File: config.mk
export PLATFORM = sky130hd
export DESIGN_NAME = ex_flag_stage
export DESIGN_NICKNAME = d
export VERILOG_FILES = /design/src/rtl/ex_flag_stage_pkg.sv /design/src/rtl/ex_flag_stage_flag_reg.sv /design/src/rtl/ex_flag_stage.sv
export SDC_FILE = /design/constraint.sdc
export NUM_CORES = 1
export LEC_CHECK = 0
export BUFFER_PORTS_ARGS = -buffer_cell sky130_fd_sc_hd__buf_2
export CAP_MARGIN = 20
export CORE_MARGIN = 10
export CORE_UTILIZATION = 30
export DETAILED_ROUTE_END_ITERATION = 6
export GPL_ROUTABILITY_DRIVEN = 0
export PLACE_DENSITY = 0.68
export SETUP_SLACK_MARGIN = 0.1
export SYNTH_ARGS = -nofsm -noshare
export SYNTH_HDL_FRONTEND = slang
export SYNTH_SLANG_ARGS = --single-unit
File: constraint.sdc
create_clock -name clk -period 1.9 [get_ports clk]
set_clock_uncertainty 0.05 [all_clocks]
set_input_delay 0.38 -clock clk [delete_from_list [all_inputs] [get_ports clk]]
set_output_delay 0.38 -clock clk [all_outputs]
set_load 0.01 [all_outputs]
File: src/rtl/ex_flag_stage_pkg.sv
// ex_flag_stage_pkg
//   Shared definitions for the execute/flag pipeline stage:
//   - opcode constants (ADD..HLT)
//   - flag-update class encoding and an opcode -> class lookup
//   - stage state encodings (RUN / DRAIN / HALTED)
package ex_flag_stage_pkg;

  localparam logic [3:0] OP_ADD    = 4'b0000;
  localparam logic [3:0] OP_SUB    = 4'b0001;
  localparam logic [3:0] OP_XOR    = 4'b0010;
  localparam logic [3:0] OP_RED    = 4'b0011;
  localparam logic [3:0] OP_SLL    = 4'b0100;
  localparam logic [3:0] OP_SRA    = 4'b0101;
  localparam logic [3:0] OP_ROR    = 4'b0110;
  localparam logic [3:0] OP_PADDSB = 4'b0111;
  localparam logic [3:0] OP_HLT    = 4'b1111;

  // Which flags an accepted instruction is allowed to write.
  typedef enum logic [1:0] {
    FC_ALL    = 2'd0,   // Z, V and N
    FC_Z_ONLY = 2'd1,   // Z only
    FC_NONE   = 2'd2    // flags untouched
  } flag_class_e;

  localparam logic [1:0] ST_RUN    = 2'd0;
  localparam logic [1:0] ST_DRAIN  = 2'd1;
  localparam logic [1:0] ST_HALTED = 2'd2;

  function automatic flag_class_e flag_class(input logic [3:0] op);
    flag_class_e fc;
    case (op)
      OP_ADD, OP_SUB:                 fc = FC_ALL;
      OP_XOR, OP_SLL, OP_SRA, OP_ROR: fc = FC_Z_ONLY;
      default:                        fc = FC_NONE;  // RED, PADDSB, HLT, others
    endcase
    return fc;
  endfunction

endpackage

File: src/rtl/ex_flag_stage_flag_reg.sv
// ex_flag_stage_flag_reg
//   Architectural Z/V/N flag register with per-bit write enables and the
//   zero / negative detect on the (already saturated) ALU result.
// Ports:
//   clk, rst            clock, asynchronous active-high reset (flags -> 0)
//   result [DW-1:0]     value the Z/N detect looks at
//   ovfl                value written into V
//   en_z, en_v, en_n    per-flag write enables
//   flag_z/v/n          registered flags
module ex_flag_stage_flag_reg #(
  parameter int DW = 16
) (
  input  logic          clk,
  input  logic          rst,
  input  logic [DW-1:0] result,
  input  logic          ovfl,
  input  logic          en_z,
  input  logic          en_v,
  input  logic          en_n,
  output logic          flag_z,
  output logic          flag_v,
  output logic          flag_n
);

  logic is_zero;
  logic is_neg;

  assign is_zero = (result == '0);
  assign is_neg  = result[DW-1];

  always_ff @(posedge clk or posedge rst) begin
    if (rst) begin
      flag_z <= 1'b0;
      flag_v <= 1'b0;
      flag_n <= 1'b0;
    end else begin
      if (en_z) flag_z <= is_zero;
      if (en_v) flag_v <= ovfl;
      if (en_n) flag_n <= is_neg;
    end
  end

endmodule

File: src/rtl/ex_flag_stage.sv
// ex_flag_stage
//   Pipeline stage after the ALU: registers result/destination/write-enable,
//   maintains the Z/V/N flags and sequences halt (RUN -> DRAIN -> HALTED).
// Ports:
//   clk, rst                     clock, asynchronous active-high reset
//   in_valid, stall, flush       upstream valid, hold request, squash request
//   opcode, alu_result, alu_ovfl ALU instruction info and outputs
//   dst_reg, wr_en               destination and register-file write request
//   out_valid, out_result,
//   out_dst, out_wr_en           registered stage outputs to mem/writeback
//   flag_z, flag_v, flag_n       architectural flags (registered, not forwarded)
//   halted                       processor halted (left only by reset)
module ex_flag_stage
  import ex_flag_stage_pkg::*;
#(
  parameter int DW = 16,
  parameter int RW = 4
) (
  input  logic          clk,
  input  logic          rst,
  input  logic          in_valid,
  input  logic          stall,
  input  logic          flush,
  input  logic [3:0]    opcode,
  input  logic [DW-1:0] alu_result,
  input  logic          alu_ovfl,
  input  logic [RW-1:0] dst_reg,
  input  logic          wr_en,
  output logic          out_valid,
  output logic [DW-1:0] out_result,
  output logic [RW-1:0] out_dst,
  output logic          out_wr_en,
  output logic          flag_z,
  output logic          flag_v,
  output logic          flag_n,
  output logic          halted
);

  logic [1:0]  state_reg;
  logic        accept;
  logic        is_hlt;
  flag_class_e fc;

  assign accept = in_valid & ~stall & ~flush & (state_reg == ST_RUN);
  assign is_hlt = (opcode == OP_HLT);
  assign fc     = flag_class(opcode);
  assign halted = (state_reg == ST_HALTED);

  always_ff @(posedge clk or posedge rst) begin
    if (rst) begin
      state_reg  <= ST_RUN;
      out_valid  <= 1'b0;
      out_wr_en  <= 1'b0;
      out_result <= '0;
      out_dst    <= '0;
    end else if (state_reg == ST_HALTED) begin
      // Only reset leaves HALTED; flush and stall are ignored here.
      out_valid <= 1'b0;
      out_wr_en <= 1'b0;
    end else if (flush) begin
      out_valid <= 1'b0;
      out_wr_en <= 1'b0;
      state_reg <= ST_RUN;   // also squashes a draining HLT
    end else if (!stall) begin
      out_valid  <= accept;
      // HLT is visible downstream but never writes the register file.
      out_wr_en  <= accept & wr_en & ~is_hlt;
      out_result <= alu_result;
      out_dst    <= dst_reg;
      if (state_reg == ST_DRAIN)
        state_reg <= ST_HALTED;
      else if (accept && is_hlt)
        state_reg <= ST_DRAIN;
    end
  end

  ex_flag_stage_flag_reg #(.DW(DW)) u_flag_reg (
    .clk    (clk),
    .rst    (rst),
    .result (alu_result),
    .ovfl   (alu_ovfl),
    .en_z   (accept & (fc != FC_NONE)),
    .en_v   (accept & (fc == FC_ALL)),
    .en_n   (accept & (fc == FC_ALL)),
    .flag_z (flag_z),
    .flag_v (flag_v),
    .flag_n (flag_n)
  );

endmodule

# --- Yosys cells after proc, flatten, opt, wreduce, memory -nomap -nowiden ---
# Index checks and enable logic that the tools add are counted.
# Widths: inputs -> output; s select.
word_totals:
  regBits: 27
  latch_bits: 0
  mem_bits_rw: 0
  rom_bits: 0
  mem_count: 0
classes:
  n_addsub: 0
  n_mul: 0
  n_div: 0
  order_cmp: 0
  n_eq_ne: 11
  n_shift: 0
  mux: 11
  bitwise_logic: 11
  n_reduce_logical: 10
ops:
  columns: ["operator", "count"]
  rows:
  - ["$logic_not 16->1", 1]
  - ["$eq 4x3->1 const B", 3]
  - ["$mux 2", 4]
  - ["$and 1x1->1", 7]
  - ["$mux 1", 6]
  - ["$reduce_and 3->1", 2]
  - ["$eq 4x1->1 const B", 1]
  - ["$eq 4x2->1 const B", 1]
  - ["$eq 4x4->1 const B", 1]
  - ["$logic_not 2->1", 2]
  - ["$logic_not 4->1", 1]
  - ["$not 1->1", 4]
  - ["$pmux 2 s2", 1]
  - ["$reduce_or 4->1", 1]
  - ["$ne 3x1->1 const B", 1]
  - ["$reduce_bool 3->1", 1]
  - ["$eq 2x1->1 const B", 1]
  - ["$eq 2x2->1 const B", 1]
  - ["$ne 2x1->1 const B", 1]
  - ["$ne 2x2->1 const B", 1]
  - ["$reduce_or 2->1", 1]
  - ["$logic_and 1x1->1", 1]

# --- Logic depth before layout (Yosys ltp) ---
logic_depth:
  ltp_word: 9
  depth_mapped: 4
  mapped_depth_nobuf: 3

# --- Cells and area by module ---
# A second synthesis with hierarchy kept.
hier_totals:
  cells_unflattened: 79
  hier_area_um2: 1207.4
modules_own_cells:
  columns: ["mod", "n_inst", "cells_each", "area_each_um2", "seq_area_each_um2"]
  rows:
  - ["ex_flag_stage", 1, 65, 1053.5, 600.6]
  - ["ex_flag_stage_flag_reg", 1, 14, 153.9, 75.1]

# --- Worst setup path before layout ---
# OpenSTA, ideal clock, no wires.
synth_path:
  path_kind: "register to register"
  startpoint: "register state_reg[1]"
  endpoint: "register out_dst[0]"
  setup_time_ns: 0.125
  t_arrival_ns: 1.209
  setup_slack_ns: 0.516
  stages_incl_launch_ff: 5
  n_path_buf: 1
  path_cell_list: "dfrtp_1 -> nor2b_2 -> nor3_2 -> buf_4 -> mux2_2"
synth_via:
  elab_chain_len: 3
synth_rtl:
  columns: ["item", "line_no", "source"]
  rows:
  - ["start, declared", "ex_flag_stage.sv:39", "logic [1:0] state_reg;"]
  - ["start signal, assigned", "ex_flag_stage.sv:51", "state_reg <= ST_RUN;"]
  - ["start signal, assigned", "ex_flag_stage.sv:63", "state_reg <= ST_RUN;"]
  - ["start signal, assigned", "ex_flag_stage.sv:71", "state_reg <= ST_HALTED;"]
  - ["$eq 2x2->1", null, null]
  - ["net halted", "ex_flag_stage.sv:36", "output logic halted"]
  - ["$not 1->1 (no line)", null, null]
  - ["$reduce_and 3->1 (no line)", null, null]
  - ["end signal, assigned", "ex_flag_stage.sv:69", "out_dst <= dst_reg;"]
  - ["end, declared", "ex_flag_stage.sv:31", "output logic [RW-1:0] out_dst,"]
# The timed path passes the listed nets, and every way through them passes these cells.
# A chain may end at the register's enable or synchronous reset.

# --- Worst setup path after layout ---
layout_path:
  startpoint: "register state_reg[1]"
  endpoint: "register out_result[4]"
layout_via:
  elab_chain_len: 3
layout_rtl:
  columns: ["item", "line_no", "source"]
  rows:
  - ["$eq 2x2->1", "ex_flag_stage.sv:56", "end else if (state_reg == ST_HALTED) begin"]
  - ["$not 1->1 (no line)", null, null]
  - ["$reduce_and 3->1 (no line)", null, null]
  - ["end signal, assigned", "ex_flag_stage.sv:68", "out_result <= alu_result;"]
  - ["end, declared", "ex_flag_stage.sv:30", "output logic [DW-1:0] out_result,"]
# No other way between the ends.

==> flow_metrics.tcl <==
set metrics [dict create \
    multi_input_area_um2 410 \
    cts_inserted_buffers 3 \
    drv_cap 0 \
    cts_buffer_depth 2 \
    status "completed" \
    clk-insertion-delay-late_ns 0.26 \
    use_met1 0.0816 \
    critical_path_class "reg2reg" \
    root_buffer "clkbuf_8" \
    rsz0062_at_grt "no" \
    hold_violations 0 \
    hold_ws_ns 0.104 \
    grt_pass1_wl_mm 4.22 \
    postCtsHoldBufs 0 \
    r2r_start "state_reg[1]$_DFFE_PP0P_" \
    startpoint_type "flop" \
    path_clk_slew_ns 0.09 \
    area_delta_synth_final_pct 35.0 \
    dpl_worst_slack_ns 0.327 \
    worst_ep_required_time_ns 2.00 \
    hpwl_mm 2.37 \
    ant_nets 0 \
    setup_slack_ns 0.335 \
    wl_per_cell_um 15.2 \
    vdd_drop_max_v 0.000251 \
    die_h_um 80.9 \
    layout.nets 171 \
    placedCellCount 183 \
    initial_core_util 0.306 \
    io_pins 57 \
    placed_cell_area_mm2 0.00145 \
    max_freq_mhz 639 \
    row_count 22 \
    drive_gt1_frac 0.619 \
    period_share 0.824 \
    fill_cells 372 \
    ys_seq_elements 27 \
    top_usage_layer "met2" \
    power_mw 1.39 \
    regArea_um2 676 \
    r2r_cells 4 \
    worstPathMaxFanout 20 \
    numPortBuffers 56 \
    hold_class "in2async" \
    avgSynthCellArea_um2 14.1 \
    p_per_area_mw_per_mm2 927 \
    cts_post_setup_buffers_inserted 0 \
    ys_types 20 \
    r2r_end "out_result[4]$_DFFE_PP0P_" \
    fp.dieW_um 80.9 \
    synth_top_area_cell "dfrtp_1" \
    antenna_found_initial 0 \
    grt_max_degree 28 \
    cts-resized-gates 0 \
    ys_warn_count 0 \
    antenna_cells 0 \
    post-route-util 0.413 \
    cp_data_arrival_time_ns 1.67 \
    worst_pin_slew_ns 0.352 \
    dr.first_iter.drc_count 23 \
    grt_usage 0.0832 \
    numClockSinks 27 \
    cts_tree "built" \
    syn_inst 79 \
    synth_area_mm2 0.00111 \
    firstDrtPassIters 4 \
    r2r_slack_ns 0.34 \
    synthesis.nets 110 \
    use_met2 0.146 \
    h-tree-depth 1 \
    wirelength_mm 2.84 \
    grt_util_met3 0.0497 \
    drv_slew 0 \
    grt_overflow 0 \
    synth_top_cells_by_area "dfrtp_1 61%, mux2_2 22%, nor4_1 2.2%" \
    design.core.area_mm2 0.00363 \
    yosysTopAreaCellShare 0.607 \
    p_leak_nw 0.731 \
    crit_path_start "state_reg[1]$_DFFE_PP0P_" \
    via_per_inst 4.55 \
    vias 850 \
    fin_crit_ns 1.56 \
    largest_reg_flops 16 \
    fin_tns_setup_ns 0 \
    drc_errors 0 \
    relSlewSlack 0.763 \
    grt_pass1_vias 905 \
    finalInstanceArea_mm2 0.00150 \
    worstSetupEndpointType "flop" \
    die_area_mm2 0.00654 \
    endpoint "out_result[4]$_DFFE_PP0P_" \
    setup_viol 0 \
    final_cells 187 \
    seq_area_frac_synth 0.607 \
]
==> report_power, final <==
| part | internal, mW | switching (mW) | leakage (nW) | total, mW |
|---|---|---|---|---|
| Combinational | 0.181 | 0.172 | 0.383 | 0.354 |
| Sequential | 0.675 | 0.0469 | 0.326 | 0.721 |
| Clock | 0.148 | 0.169 | 0.0217 | 0.317 |
==> final cells by class <==
type | count | area share
Sequential cell | 27 | 0.450
Multi-Input combinational cell | 47 | 0.273
Timing Repair Buffer | 58 | 0.197
Tap cell | 48 | 0.0400
Clock buffer | 3 | 0.0275
Inverter | 3 | 0.00750
Clock inverter | 1 | 0.00500
==> how the worst min path moves through the flow <==
stage | end | slack [ns]
2_1_floorplan | out_dst[0]$_DFFE_PP0P_ | 0.38
3_3_place_gp | out_dst[0]$_DFFE_PP0P_ | 0.40
3_5_place_dp | out_wr_en$_DFFE_PP0P_ | 0.41
4_1_cts | out_wr_en$_DFFE_PP0P_ | 0.11
5_1_grt | out_result[11]$_DFFE_PP0P_ | 0.11
6_report | out_result[11]$_DFFE_PP0P_ | 0.10
==> synth_stat cells <==
master and n:
buf_4 2, mux2i_1 1, nor3_1 2, nand4b_1 1, nor4_1 4, a21o_1 1
mux2_2 22, nor3b_1 1, nor3_2 1, a32o_1 1, nor2_1 2, inv_1 3
or3b_1 1, nand4_1 2, or3_1 1, nor2b_2 1, o21ai_0 1, a21oi_1 4
dfrtp_1 27, nand3_1 1
==> layer usage <==
layer / routed length (um) / part of all wire / up-vias
met5: 0 / 0 / -
met4: 4 / 0.0014 / 0
met3: 394 / 0.14 / 2
met2: 1420 / 0.50 / 32
met1: 1020 / 0.36 / 408
li1: - / - / 408
==> worst max-delay path, cell delays in order (launching register included) <==
cell and delay (ns):
dfrtp_1 0.42, nor2b_2 0.19, nor3_2 0.12, buf_4 0.30, mux2_2 0.37
==> layout by cell type, fill, tap and decap left out, drive strengths merged <==
master     n
a21o       1
nand4b     1
mux2i      1
or3        1
a21oi      4
buf       58
a32o       1
nor2       2
o21ai      1
nor3       3
nand4      2
nor2b      1
clkinvlp   1
or3b       1
nor3b      1
inv        3
nand3      1
mux2      22
nor4       4
clkbuf     3
dfrtp     27
==> cell families after synthesis <==
| family | share of synthesized area |
|---|---|
| mux | 0.232 |
| compound gates | 0.0382 |
| simple gates | 0.0990 |
| buf+inv | 0.0236 |
| flops | 0.607 |
Note: power is estimated with default switching activity, not from simulation.
